==> config.mk <==
export PLATFORM = sky130hd
export DESIGN_NAME = config_reg_bank
export DESIGN_NICKNAME = d
export VERILOG_FILES = /design/src/rtl/config_reg_bank_pkg.sv /design/src/rtl/cmd_pulse_gen.sv /design/src/rtl/config_reg_bank.sv
export SDC_FILE = /design/constraint.sdc
export NUM_CORES = 1
export LEC_CHECK = 0
export BUFFER_PORTS_ARGS = -buffer_cell sky130_fd_sc_hd__buf_2
export CAP_MARGIN = 10
export CORE_ASPECT_RATIO = 1.4
export CORE_MARGIN = 2
export CORE_UTILIZATION = 55
export DETAILED_ROUTE_END_ITERATION = 7
export PLACE_DENSITY = 0.82
export REMOVE_ABC_BUFFERS = 1
export SYNTH_ARGS = -nofsm -noshare
export SYNTH_HDL_FRONTEND = slang
export SYNTH_HIERARCHICAL = 1
export SYNTH_SLANG_ARGS = --single-unit
==> constraint.sdc <==
create_clock -name clk_in -period 2.55 [get_ports clk_in]
set_clock_uncertainty 0.1 [all_clocks]
set_input_delay 0.3825 -clock clk_in [delete_from_list [all_inputs] [get_ports clk_in]]
set_output_delay 0.3825 -clock clk_in [all_outputs]
set_load 0.01 [all_outputs]
==> src/rtl/config_reg_bank_pkg.sv <==
// Shared constants for config_reg_bank: CTRL/CMD register offsets, command codes
// and the write-classification type used by the address decoder.
package config_reg_bank_pkg;

  localparam int unsigned CTRL_OFF = 0;
  localparam int unsigned CMD_OFF  = 1;

  localparam logic [15:0] CTRL_TRG_SET = 16'h0001;
  localparam logic [15:0] CTRL_TRG_CLR = 16'h0000;
  localparam logic [15:0] CTRL_DT_SET  = 16'h0002;
  localparam logic [15:0] CTRL_DT_CLR  = 16'h0003;

  localparam logic [15:0] CMD_RST_PULSE = 16'h0055;
  localparam logic [15:0] CMD_TRG_PULSE = 16'h0060;
  localparam logic [15:0] CMD_LOCK      = 16'h00AA;
  localparam logic [15:0] CMD_UNLOCK    = 16'h0033;
  localparam logic [15:0] CMD_COMMIT    = 16'h00A5;

  typedef enum logic [2:0] {
    WR_NONE,
    WR_CTRL,
    WR_CMD,
    WR_DATA,
    WR_REJECT
  } wr_kind_e;

endpackage

==> src/rtl/cmd_pulse_gen.sv <==
// Fixed-length pulse generator: a start while idle drives pulse_out high for
// exactly PULSE_LEN cycles beginning the next cycle; starts while busy are ignored.
module cmd_pulse_gen #(
  parameter int PULSE_LEN = 50
) (
  input  logic clk_in,
  input  logic rst_n_in,
  input  logic start_in,
  output logic pulse_out
);

  localparam int CW = $clog2(PULSE_LEN + 1);

  logic [CW-1:0] r_cnt;

  always_ff @(posedge clk_in or negedge rst_n_in) begin
    if (!rst_n_in) begin
      r_cnt <= '0;
    end else if (r_cnt != '0) begin
      r_cnt <= r_cnt - 1'b1;
    end else if (start_in) begin
      r_cnt <= CW'(PULSE_LEN);
    end
  end

  assign pulse_out = (r_cnt != '0);

endmodule

==> src/rtl/config_reg_bank.sv <==
// Configuration register bank with CTRL/CMD decode, lockable data registers and
// command pulses. Define CFG_SHADOW_EN to stage data writes in a shadow image.
module config_reg_bank
  import config_reg_bank_pkg::*;
#(
  parameter int                     NUM_REGS  = 20,
  parameter int                     DW        = 16,
  parameter int                     AW        = 8,
  parameter logic [AW-1:0]          BASE_ADDR = 'h02,
  parameter int                     PULSE_LEN = 50,
  parameter logic [NUM_REGS*DW-1:0] RST_VALS  = '0
) (
  input  logic                     clk_in,
  input  logic                     rst_n_in,
  input  logic                     wr_in,
  input  logic [AW-1:0]            wr_addr_in,
  input  logic [DW-1:0]            data_in,
  input  logic                     rd_in,
  input  logic [AW-1:0]            rd_addr_in,
  output logic [DW-1:0]            rd_data_out,
  output logic                     rd_valid_out,
  output logic [NUM_REGS*DW-1:0]   cfg_flat_out,
  output logic                     trg_enb_out,
  output logic                     data_trans_enb_out,
  output logic                     locked_out,
  output logic                     cmd_rst_out,
  output logic                     cycled_trg_bgn_out,
  output logic                     commit_out,
  output logic [15:0]              config_received_out,
  output logic [7:0]               wr_reject_cnt_out
);

  localparam int IW = (NUM_REGS > 1) ? $clog2(NUM_REGS) : 1;

  logic [DW-1:0] r_active [NUM_REGS];
`ifdef CFG_SHADOW_EN
  logic [DW-1:0] r_shadow [NUM_REGS];
`endif

  logic          r_trg_enb;
  logic          r_dt_enb;
  logic          r_locked;
  logic          r_commit;
  logic          r_wr_d;
  logic [15:0]   r_cfg_rx;
  logic [7:0]    r_rej_cnt;
  logic          r_rd_valid;
  logic [DW-1:0] r_rd_data;

  logic [AW:0]   w_wr_rel;
  logic [AW:0]   w_rd_rel;
  logic          w_wr_in_rng;
  logic          w_rd_in_rng;
  logic [IW-1:0] w_wr_idx;
  logic [IW-1:0] w_rd_idx;
  wr_kind_e      w_wr_kind;
  logic          w_cmd_wr;
  logic          w_commit_hit;
  logic          w_start_rst;
  logic          w_start_trg;

  // One extra bit so addresses below BASE_ADDR wrap negative and fail the range test
  assign w_wr_rel    = {1'b0, wr_addr_in} - {1'b0, BASE_ADDR};
  assign w_rd_rel    = {1'b0, rd_addr_in} - {1'b0, BASE_ADDR};
  assign w_wr_in_rng = !w_wr_rel[AW] && (w_wr_rel < (AW+1)'(NUM_REGS));
  assign w_rd_in_rng = !w_rd_rel[AW] && (w_rd_rel < (AW+1)'(NUM_REGS));
  assign w_wr_idx    = IW'(w_wr_rel);
  assign w_rd_idx    = IW'(w_rd_rel);

  always_comb begin
    w_wr_kind = WR_NONE;
    if (wr_in) begin
      if (!w_wr_in_rng)                    w_wr_kind = WR_REJECT;
      else if (w_wr_idx == IW'(CTRL_OFF))  w_wr_kind = WR_CTRL;
      else if (w_wr_idx == IW'(CMD_OFF))   w_wr_kind = WR_CMD;
      else if (r_locked)                   w_wr_kind = WR_REJECT;
      else                                 w_wr_kind = WR_DATA;
    end
  end

  assign w_cmd_wr     = (w_wr_kind == WR_CMD);
  assign w_commit_hit = w_cmd_wr && (data_in == DW'(CMD_COMMIT));
  assign w_start_rst  = w_cmd_wr && (data_in == DW'(CMD_RST_PULSE));
  assign w_start_trg  = w_cmd_wr && (data_in == DW'(CMD_TRG_PULSE));

  always_ff @(posedge clk_in or negedge rst_n_in) begin
    if (!rst_n_in) begin
      for (int i = 0; i < NUM_REGS; i++) begin
        r_active[i] <= RST_VALS[i*DW +: DW];
`ifdef CFG_SHADOW_EN
        r_shadow[i] <= RST_VALS[i*DW +: DW];
`endif
      end
    end else begin
`ifdef CFG_SHADOW_EN
      // Copy uses pre-edge shadow contents, so a coincident write is not committed
      if (w_commit_hit) begin
        for (int i = 2; i < NUM_REGS; i++) r_active[i] <= r_shadow[i];
      end
      if (w_wr_kind == WR_DATA) r_shadow[w_wr_idx] <= data_in;
`else
      if (w_wr_kind == WR_DATA) r_active[w_wr_idx] <= data_in;
`endif
      if (w_wr_kind == WR_CTRL || w_wr_kind == WR_CMD) r_active[w_wr_idx] <= data_in;
    end
  end

  always_ff @(posedge clk_in or negedge rst_n_in) begin
    if (!rst_n_in) begin
      r_trg_enb <= 1'b0;
      r_dt_enb  <= 1'b0;
      r_locked  <= 1'b0;
      r_commit  <= 1'b0;
    end else begin
      r_commit <= w_commit_hit;
      if (w_wr_kind == WR_CTRL) begin
        if (data_in == DW'(CTRL_TRG_SET))      r_trg_enb <= 1'b1;
        else if (data_in == DW'(CTRL_TRG_CLR)) r_trg_enb <= 1'b0;
        else if (data_in == DW'(CTRL_DT_SET))  r_dt_enb  <= 1'b1;
        else if (data_in == DW'(CTRL_DT_CLR))  r_dt_enb  <= 1'b0;
      end
      if (w_cmd_wr && data_in == DW'(CMD_LOCK))   r_locked <= 1'b1;
      if (w_cmd_wr && data_in == DW'(CMD_UNLOCK)) r_locked <= 1'b0;
    end
  end

  always_ff @(posedge clk_in or negedge rst_n_in) begin
    if (!rst_n_in) begin
      r_wr_d    <= 1'b0;
      r_cfg_rx  <= '0;
      r_rej_cnt <= '0;
    end else begin
      r_wr_d <= wr_in;
      if (wr_in && !r_wr_d && w_wr_in_rng && r_cfg_rx != 16'hFFFF) r_cfg_rx <= r_cfg_rx + 1'b1;
      if (w_wr_kind == WR_REJECT && r_rej_cnt != 8'hFF) r_rej_cnt <= r_rej_cnt + 1'b1;
    end
  end

  always_ff @(posedge clk_in or negedge rst_n_in) begin
    if (!rst_n_in) begin
      r_rd_valid <= 1'b0;
      r_rd_data  <= '0;
    end else begin
      r_rd_valid <= rd_in;
      if (rd_in) r_rd_data <= w_rd_in_rng ? r_active[w_rd_idx] : '0;
    end
  end

  cmd_pulse_gen #(.PULSE_LEN(PULSE_LEN)) u_rst_pulse (
    .clk_in    (clk_in),
    .rst_n_in  (rst_n_in),
    .start_in  (w_start_rst),
    .pulse_out (cmd_rst_out)
  );

  cmd_pulse_gen #(.PULSE_LEN(PULSE_LEN)) u_trg_pulse (
    .clk_in    (clk_in),
    .rst_n_in  (rst_n_in),
    .start_in  (w_start_trg),
    .pulse_out (cycled_trg_bgn_out)
  );

  for (genvar g = 0; g < NUM_REGS; g++) begin : g_flat
    assign cfg_flat_out[g*DW +: DW] = r_active[g];
  end

  assign rd_data_out         = r_rd_data;
  assign rd_valid_out        = r_rd_valid;
  assign trg_enb_out         = r_trg_enb;
  assign data_trans_enb_out  = r_dt_enb;
  assign locked_out          = r_locked;
  assign commit_out          = r_commit;
  assign config_received_out = r_cfg_rx;
  assign wr_reject_cnt_out   = r_rej_cnt;

endmodule

# Yosys cells after proc, flatten, opt, wreduce, memory -nomap -nowiden
# Cells that the tools add are included.
# totals
regBits	378
mem_bits_rw	0
mem_bits_ro	0
n_memories	0
latchBits	0
elab_cells	113
in_bits	36
# op_classes
bitwise	4
magnitude_cmp	5
shifts	0
n_eq_ne	15
n_reduce_logical	27
div	0
addsub	6
multipliers	0
n_mux	25
# ops
operator	count
320-bit bitwise mux	2
320-bit two-way mux	2
16-bit binary-select mux with 5-bit select	1
16-bit demux with 5-bit select	1
16-bit two-way mux	4
16-bit by 2-bit equality test with 1-bit output (second input constant)	2
16-bit by 7-bit equality test with 1-bit output (second input constant)	2
16-bit by 8-bit equality test with 1-bit output (second input constant)	2
6-bit two-way mux	4
9-bit by 5-bit less-than comparator with 1-bit output (second input constant)	2
8-bit by 2-bit subtractor with 9-bit output (second input constant)	2
16-bit by 1-bit adder with 16-bit output (second input constant)	1
16-bit by 1-bit equality test with 1-bit output (second input constant)	1
16-bit by 6-bit equality test with 1-bit output (second input constant)	1
16-bit zero test	1
16-bit inequality test (second input constant)	1
3-bit two-way mux	5
6-bit greater-or-equal comparator (second input constant)	2
1-bit logical AND	12
5-bit inverter with 6-bit output	2
6-bit nonzero test	2
6-bit by 1-bit subtractor with 6-bit output (second input constant)	2
2-bit nonzero test	5
8-bit by 1-bit adder with 8-bit output (second input constant)	1
13 further kinds	22

# Depth between registers and ports, before layout
# Gate-level depths: netlist of run 1.
# logic_depth
ltp_word	10
depth_mapped	11
ltp_nobuf	10

# Modules after synthesis
# The synthesis of run 1 kept the hierarchy.
# by_module_without_submodules
mod	area_per_inst_um2	n_inst	cells_each
config_reg_bank	17217.8	1	1166
cmd_pulse_gen	314.1	2	31

# Worst setup path before layout of run 1
# OpenSTA, ideal clock, no wires.
# synth_timing
path_kind	input-to-reg
from	input wr_addr_in[1]
to	register r_active, in the netlist cfg_flat_out[214]
t_required_ns	2.325
setup_ns	0.125
n_path_buf	3
arrival_time_ns	2.750
setup_slack_ns	-0.425
cell_stages	11
path_cell_list	inv_1 > ha_1 > buf_2 > nor3b_1 > xnor2_2 > nand4b_4 > or3_4 > or3b_1 > buf_6 > buf_12 > mux2_4
# synth_between
elab_chain_len	10
elab_cells_between_ends	24
classes_between	add/sub: 1; order compare: 3; eq/ne: 4; mux: 10; bitwise: 1; reduce/logical: 5
# synth_lines
element	line	text
from (decl)	config_reg_bank.sv:16	input logic [AW-1:0] wr_addr_in,
8-bit by 2-bit subtractor with 9-bit output *	config_reg_bank.sv:63	assign w_wr_rel = {1'b0, wr_addr_in} - {1'b0, BASE_ADDR};
5-bit inverter with 6-bit output (implied by the code) or 5-bit by 1-bit equality test with 1-bit output (tied branches)	config_reg_bank.sv:102, config_reg_bank.sv:104, config_reg_bank.sv:75	
6-bit greater-or-equal comparator (implied by the code) (tied with other cells)	config_reg_bank.sv:102, config_reg_bank.sv:104	
1-bit logical AND (implied by the code) or 3-bit two-way mux (tied branches)	config_reg_bank.sv:102, config_reg_bank.sv:104, config_reg_bank.sv:74	
16-bit two-way mux (implied by the code) or 3-bit two-way mux (tied branches)	config_reg_bank.sv:102, config_reg_bank.sv:104, config_reg_bank.sv:73	
16-bit demux with 5-bit select or 3-bit two-way mux (tied branches)	config_reg_bank.sv:102, config_reg_bank.sv:104, config_reg_bank.sv:72	
320-bit bitwise mux or 3-bit by 2-bit equality test with 1-bit output (tied branches)	config_reg_bank.sv:102	if (w_wr_kind == WR_DATA) r_active[w_wr_idx] <= data_in;
320-bit two-way mux	config_reg_bank.sv:102	
320-bit bitwise mux	config_reg_bank.sv:104	if (w_wr_kind == WR_CTRL || w_wr_kind == WR_CMD) r_active[w_wr_idx] <= data_in;
320-bit two-way mux *	config_reg_bank.sv:104	
to (signal, indexed assignment)	config_reg_bank.sv:89	r_active[i] <= RST_VALS[i*DW +: DW];
to (signal, indexed assignment)	config_reg_bank.sv:102	
to (signal, indexed assignment)	config_reg_bank.sv:104	
to (decl)	config_reg_bank.sv:35	logic [DW-1:0] r_active [NUM_REGS];
# Mark *: on every way between the ends. The rest lies on a longest branch, timed or not.
# A chain may end at the register's enable or synchronous reset.

# Worst setup path in the final report of run 1
# layout_timing
from	input wr_addr_in[1]
to	register r_active, in the netlist cfg_flat_out[166]
# Same word-level chain as after synthesis.

==> impl_metrics.ini, run 1 <==
[placement]
place_inst = 2079
numPortBuffers = 402
dpl_cell_area_sq_um = 21250
dp_hpwl_um = 41800
gp_congestion = 0.9130

[critical_path]
crit_type = in -> reg
endpoint_kind = flop
path_max_fanout = 7
required_ns = 2.86
cp.arrival_ns = 2.81
cp-start-kind = input pin

[synthesis]
synth_area_sq_um = 17850
netlist.area_leader.share_pct = 53.00
synthArstFlopShare_pct = 100.0
synth_cells = 1228
synth-adder-area-share_pct = 0.4207
synth_compound_area_share_pct = 3.534
post-synth-top-count-cell = dfrtp_1
ys_ff_latch = 378
avgSynthCellArea_sq_um = 14.53
yosys.area_share.simple_pct = 6.072
synthXorXnorAreaFrac_pct = 1.318
synth_top_area_cell = dfrtp_1
synth_top_family_by_area = multiplexers
synth_warnings = 6
ys_top_cells_by_count = 378 x dfrtp_1, 302 x mux2_2, 80 x mux4_2
ys_seq_area_share_pct = 53.00
synth_cell_type_count = 63
synth_edf_count = 0
synthTopCellsByArea = dfrtp_1 53%, mux2_2 19%, mux4_2 10%
muxShareOfSynthArea_pct = 32.03
synthFlopType = dfrtp_1

[sta]
worst_pin_slew_ns = 0.8075
period_minus_slack_ns = 2.498
maxSlewHeadroom_pct = 46.04
timing.hold.ws_ns = 0.04648
rsz0062_at_grt = false
min_period_over_period_pct = 97.96
setup_viol = 0
fmax_ghz = 0.4003
hold_violations = 0
tns_ns = 0
drv_slew = 0

[clock_tree]
cts_buffers = 38
cts.sinks = 378
clk_pin_slew_worst_paths_ns = 0.06
cts.path.max_buffers = 3
cts_tree = built
root_buffer = clkbuf_16
htreeDepth = 2
clk_latency_ns = 0.54

[drt]
drt-initial-drc-count = 1157
final_antenna_net_count = 0
drc_errors = 0
dr.pass1.iters = 6
via_count = 13330
vias_per_cell = 6.199
totalWireLength_um = 58210
wl_per_cell_um = 27.08

[floorplanning]
start_util_pct = 55.41
core_area_sq_um = 32210
die_y_um = 217.1
rows = 78
die_w_um = 156.2
num_io_pins = 403
dieArea_sq_um = 33930

[pwr]
peakVddDrop_mv = 0.5278
power.switching_mw = 3.674
p_leak_nw = 11.96
power.clock.fraction_pct = 40.8
p_seq_share_pct = 46.2
pwr_density_cell_nw_per_um2 = 634.6
comb_power_share_pct = 13.0
swShare_pct = 25.58
p_int_mw = 10.69
p_total_mw = 14.36

[grt]
grt_pass1_vias = 13830
grt_max_degree = 81
gr-usage-all-layers_pct = 34.02
antenna_found_initial = 2
overflow = 0
grt_first_pass_wirelength_um = 85740

[cells_and_area]
fin_area_sq_um = 22630
areaGrowthSynthToFinish_pct = 26.83
instances_no_fill = 2150
final_layout_size_suffix_gt1_share_pct = 59.10
nNetsFinal = 1764

[run]
maxCapViolCount = 0

[outcome]
outcome = completed

[min_path]
min_path_type = in -> reg
power groups by stage:
stage	combinational (mW)	sequential (mW)	clock [mW]
floorplan	0.678	6.82	0
detailed placement	1.85	6.74	0
global placement	1.80	6.72	0
finish	1.86	6.64	5.86
CTS	1.86	6.63	5.90
global route	1.99	6.68	6.12
metal layers:
layer  global-route usage (%)  up-vias  part of all wire [%]  routed length, um
met4                    18.50        0                   6.0               3471
met3                    6.890      175                   8.1               4735
met5                        0        -                     0                  0
met2                    56.01      703                    50              28950
li1                         -     5510                     -                  -
met1                    42.30     6939                    36              21060
what timing repair did:
| action | 4_1_cts | 5_1_grt |
|---|---|---|
| endpoints found under the hold margin | 52 | 0 |
| hold buffers | 1 | 0 |
| endpoints found under the setup margin | 1 | 99 |
| pin swaps | 0 | 1 |
| gates resized for setup | 1 | 7 |
| setup buffers | 0 | 2 |
state kept, by name, indices dropped and copies added, names as in the netlist, named ones only:
register             flops
trg_enb_out              1
data_trans_enb_out       1
config_received_out     16
wr_reject_cnt_out        8
u_rst_pulse/r_cnt        6
rd_data_out             16
locked_out               1
cfg_flat_out           304
r_wr_d                   1
commit_out               1
rd_valid_out             1
u_trg_pulse/r_cnt        6
worst max-delay path, stage by stage:
cell and delay (ns):
buf_2 0.12, buf_4 0.13, or2_1 0.30, or3_2 0.52, and4b_2 0.28, buf_4 0.15
and2_1 0.15, nand2_1 0.20, buf_4 0.24, mux2_2 0.34
final timing paths:
| path | startpoint | end | slack (ns) | depth (start not counted) |
|---|---|---|---|---|
| worst min register to register | config_received_out[15] | config_received_out[15] | 0.40 | 1 |
| worst min-delay path | wr_in | r_wr_d | 0.05 | 2 |
| worst max register to register | locked_out | cfg_flat_out[312] | 0.25 | 8 |
| worst max-delay path | wr_addr_in[1] | cfg_flat_out[166] | 0.05 | 10 |
| max in group asynchronous | rst_n_in | asynchronous set/reset pin | 1.24 | 3 |
| min in group asynchronous | rst_n_in | wr_reject_cnt_out[7] | 0.26 | 2 |
layout make-up:
class                   count  area [sq um]
fillers                  2167          9572
flip-flops and latches    378          9459
clock inverters             9         152.6
inverters                  46         172.7
repair buffers            542          3351
multi-input cells         716          7850
well taps                 400         500.5
diodes                      2         5.005
clock buffers              57          1144
logic make-up after synthesis:
logic type / count (synthesis)
AO/OA/AOI/OAI: 84
flip-flops: 378
multiplexers: 423
XOR/XNOR: 26
buffers and inverters: 134
AND/OR/NAND/NOR: 177
adder cells (fa/ha/maj): 6
stage by stage:
stage | utilization [%] | worst slack (ns)
finish | 70.28 | 0.05209
global route | 70.28 | 0.002571
CTS | 70.04 | 0.02034
detailed placement | 65.97 | -0.5930
global placement | 65.97 | -0.5116
floorplan | - | -0.6518
placed cells by master, fill, tap and decap left out, types with 13 or more instances in the layout:
| cell type | Yosys | routed |
|---|---|---|
| nand2_1 | 27 | 27 |
| buf_2 | 28 | 399 |
| a211oi_1 | 15 | 15 |
| and2_1 | 19 | 19 |
| clkbuf_16 | 0 | 39 |
| o21ai_0 | 14 | 14 |
| nand3_1 | 13 | 13 |
| xnor2_1 | 14 | 13 |
| nor2_1 | 26 | 22 |
| mux2i_1 | 19 | 19 |
| o221ai_1 | 15 | 15 |
| a211o_1 | 15 | 15 |
| buf_4 | 4 | 118 |
| mux2_2 | 302 | 302 |
| dfrtp_1 | 378 | 378 |
| inv_1 | 46 | 46 |
| mux4_2 | 80 | 80 |
| buf_12 | 1 | 21 |
| mux2_4 | 20 | 20 |
Power figures use the tool's default switching activity.
==> inputs of run 2 (changes only) <==
- HOLD_SLACK_MARGIN: default -> 0.15
==> impl_metrics.ini, run 2 (synthesized netlist as in run 1, its figures left out) <==
[cells_and_area]
nNetsFinal = 1770
areaGrowthSynthToFinish_pct = 27.17
instances_no_fill = 2156
mostFrequentLayoutCell = buf_2
final_cell_mix = 399 x buf_2, 378 x dfrtp_1, 302 x mux2_2, 118 x buf_4, 80 x mux4_2
fin_area_sq_um = 22690
largest_reg_flops = 304
final_layout_size_suffix_gt1_share_pct = 58.89
fin_util_pct = 70.47

[drt]
wl_per_cell_um = 27.00
dr.pass1.iters = 6
final_antenna_net_count = 0
drc_errors = 0
vias_per_cell = 6.188
via_count = 13340
totalWireLength_um = 58220
drt-initial-drc-count = 1093

[clock_tree]
cts.sinks = 378
htreeDepth = 2
root_buffer = clkbuf_16
clk_pin_slew_worst_paths_ns = 0.06
cts_buffers = 38
cts.path.max_buffers = 3
cts_tree = built
clk_latency_ns = 0.54

[critical_path]
r2r_end = cfg_flat_out[312]
cp.arrival_ns = 2.88
crit_type = in -> reg
endpoint_kind = flop
r2r_cells = 8
cp_num_buf_inv = 3
path_cells = dlygate4sd3_1 -> buf_2 -> or4_1 -> nor2_1 -> buf_4 -> nand3_1 -> nor4_1 -> and4b_1 -> or3b_1 -> mux2i_1
cp-start-kind = input pin
cp_slowest_cell = dlygate4sd3_1
path_delay_family = simple AND/OR/NAND/NOR gates
critPathMaxStageDelay_ns = 0.53
required_ns = 2.91
reg2reg_slack_ns = 0.25
path_max_fanout = 4
rr_startpoint = locked_out

[floorplanning]
num_io_pins = 403
start_util_pct = 55.41
die_y_um = 217.1
rows = 78
dieArea_sq_um = 33930
die_w_um = 156.2
core_area_sq_um = 32210

[pwr]
p_int_mw = 10.70
p_seq_share_pct = 46.2
swShare_pct = 25.58
peakVddDrop_mv = 0.5300
pwr_density_cell_nw_per_um2 = 633.3
comb_power_share_pct = 13.0
p_leak_nw = 11.98
power.switching_mw = 3.677
power.clock.fraction_pct = 40.8
p_total_mw = 14.37

[grt]
grt_max_degree = 81
gr-usage-all-layers_pct = 34.07
grt_pass1_vias = 13880
grt_first_pass_wirelength_um = 85920
overflow = 0
antenna_found_initial = 2

[sta]
timing.hold.ws_ns = 0.1784
drv_slew = 0
fmax_ghz = 0.3967
min_period_over_period_pct = 98.86
setup_viol = 0
setup_ws_ns = 0.02910
period_minus_slack_ns = 2.521
tns_ns = 0
worst_pin_slew_ns = 0.8086
maxSlewHeadroom_pct = 45.96
hold_violations = 0

[min_path]
hp-start = data_in[5]
holdPathStages = 4
min_to = data_trans_enb_out
min_path_type = in -> reg

[placement]
gp_congestion = 0.9130
post-place-ws_ns = -0.5930
numPortBuffers = 402
place_inst = 2079
dpl_cell_area_sq_um = 21250
dp_hpwl_um = 41800

[outcome]
outcome = completed

[run]
maxCapViolCount = 0
## run 2: cell count changes in the layout (fill, tap and decap cells not counted)
cell / change
dlygate4sd3_1: +6
## run 2: tightest hold or removal path, cell delays in order
cell and delay (ns):
buf_2 0.13, nor3_1 0.08, nand4_1 0.11, mux2i_1 0.07
## run 2: power groups by stage
stage / combinational (mW) / sequential (mW) / clock, mW
final: 1.87 / 6.64 / 5.86
after global routing: 1.99 / 6.68 / 6.13
after CTS: 1.87 / 6.63 / 5.90
after detailed placement: 1.85 / 6.74 / 0
after global placement: 1.80 / 6.72 / 0
after floorplan: 0.678 / 6.82 / 0
## run 2: cell type report
type / instances / area (sq um)
multi-input combinational: 716 / 7850
sequential: 378 / 9459
fill: 2156 / 9512
antenna: 2 / 5.005
clock inverter: 9 / 152.6
clock buffer: 57 / 1144
timing repair buffer: 548 / 3411
inverter: 46 / 172.7
tap: 400 / 500.5
## run 2: worst max-delay path by stage
| stage | startpoint | endpoint | slack (ns) | cells past startpoint |
|---|---|---|---|---|
| global placement | wr_addr_in[1] | u_trg_pulse/r_cnt[1] | -0.51 | 12 |
| detailed placement | wr_addr_in[1] | u_trg_pulse/r_cnt[1] | -0.59 | 12 |
| global route | data_in[15] | u_rst_pulse/r_cnt[1] | -0.02 | 10 |
| CTS | wr_addr_in[1] | cfg_flat_out[217] | 0.02 | 11 |
| floorplan | rd_addr_in[1] | rd_data_out[0] | -0.65 | 8 |
| finish | data_in[15] | u_rst_pulse/r_cnt[1] | 0.03 | 10 |
## run 2: routing by layer
layer  up-vias  part of all wire, %  global-route usage (%)
met2       726                   50                   56.01
met5         -                    0                       0
met3       176                  8.2                   6.910
li1       5516                    -                       -
met1      6923                   36                   42.38
met4         0                  6.1                   18.65
## run 2: what timing repair did
action | CTS | global route
endpoints found under the hold margin | 68 | 0
buffers inserted | 0 | 2
setup endpoints to repair | 1 | 99
pin swaps | 0 | 1
hold buffers | 7 | 0
gates resized for setup | 1 | 7
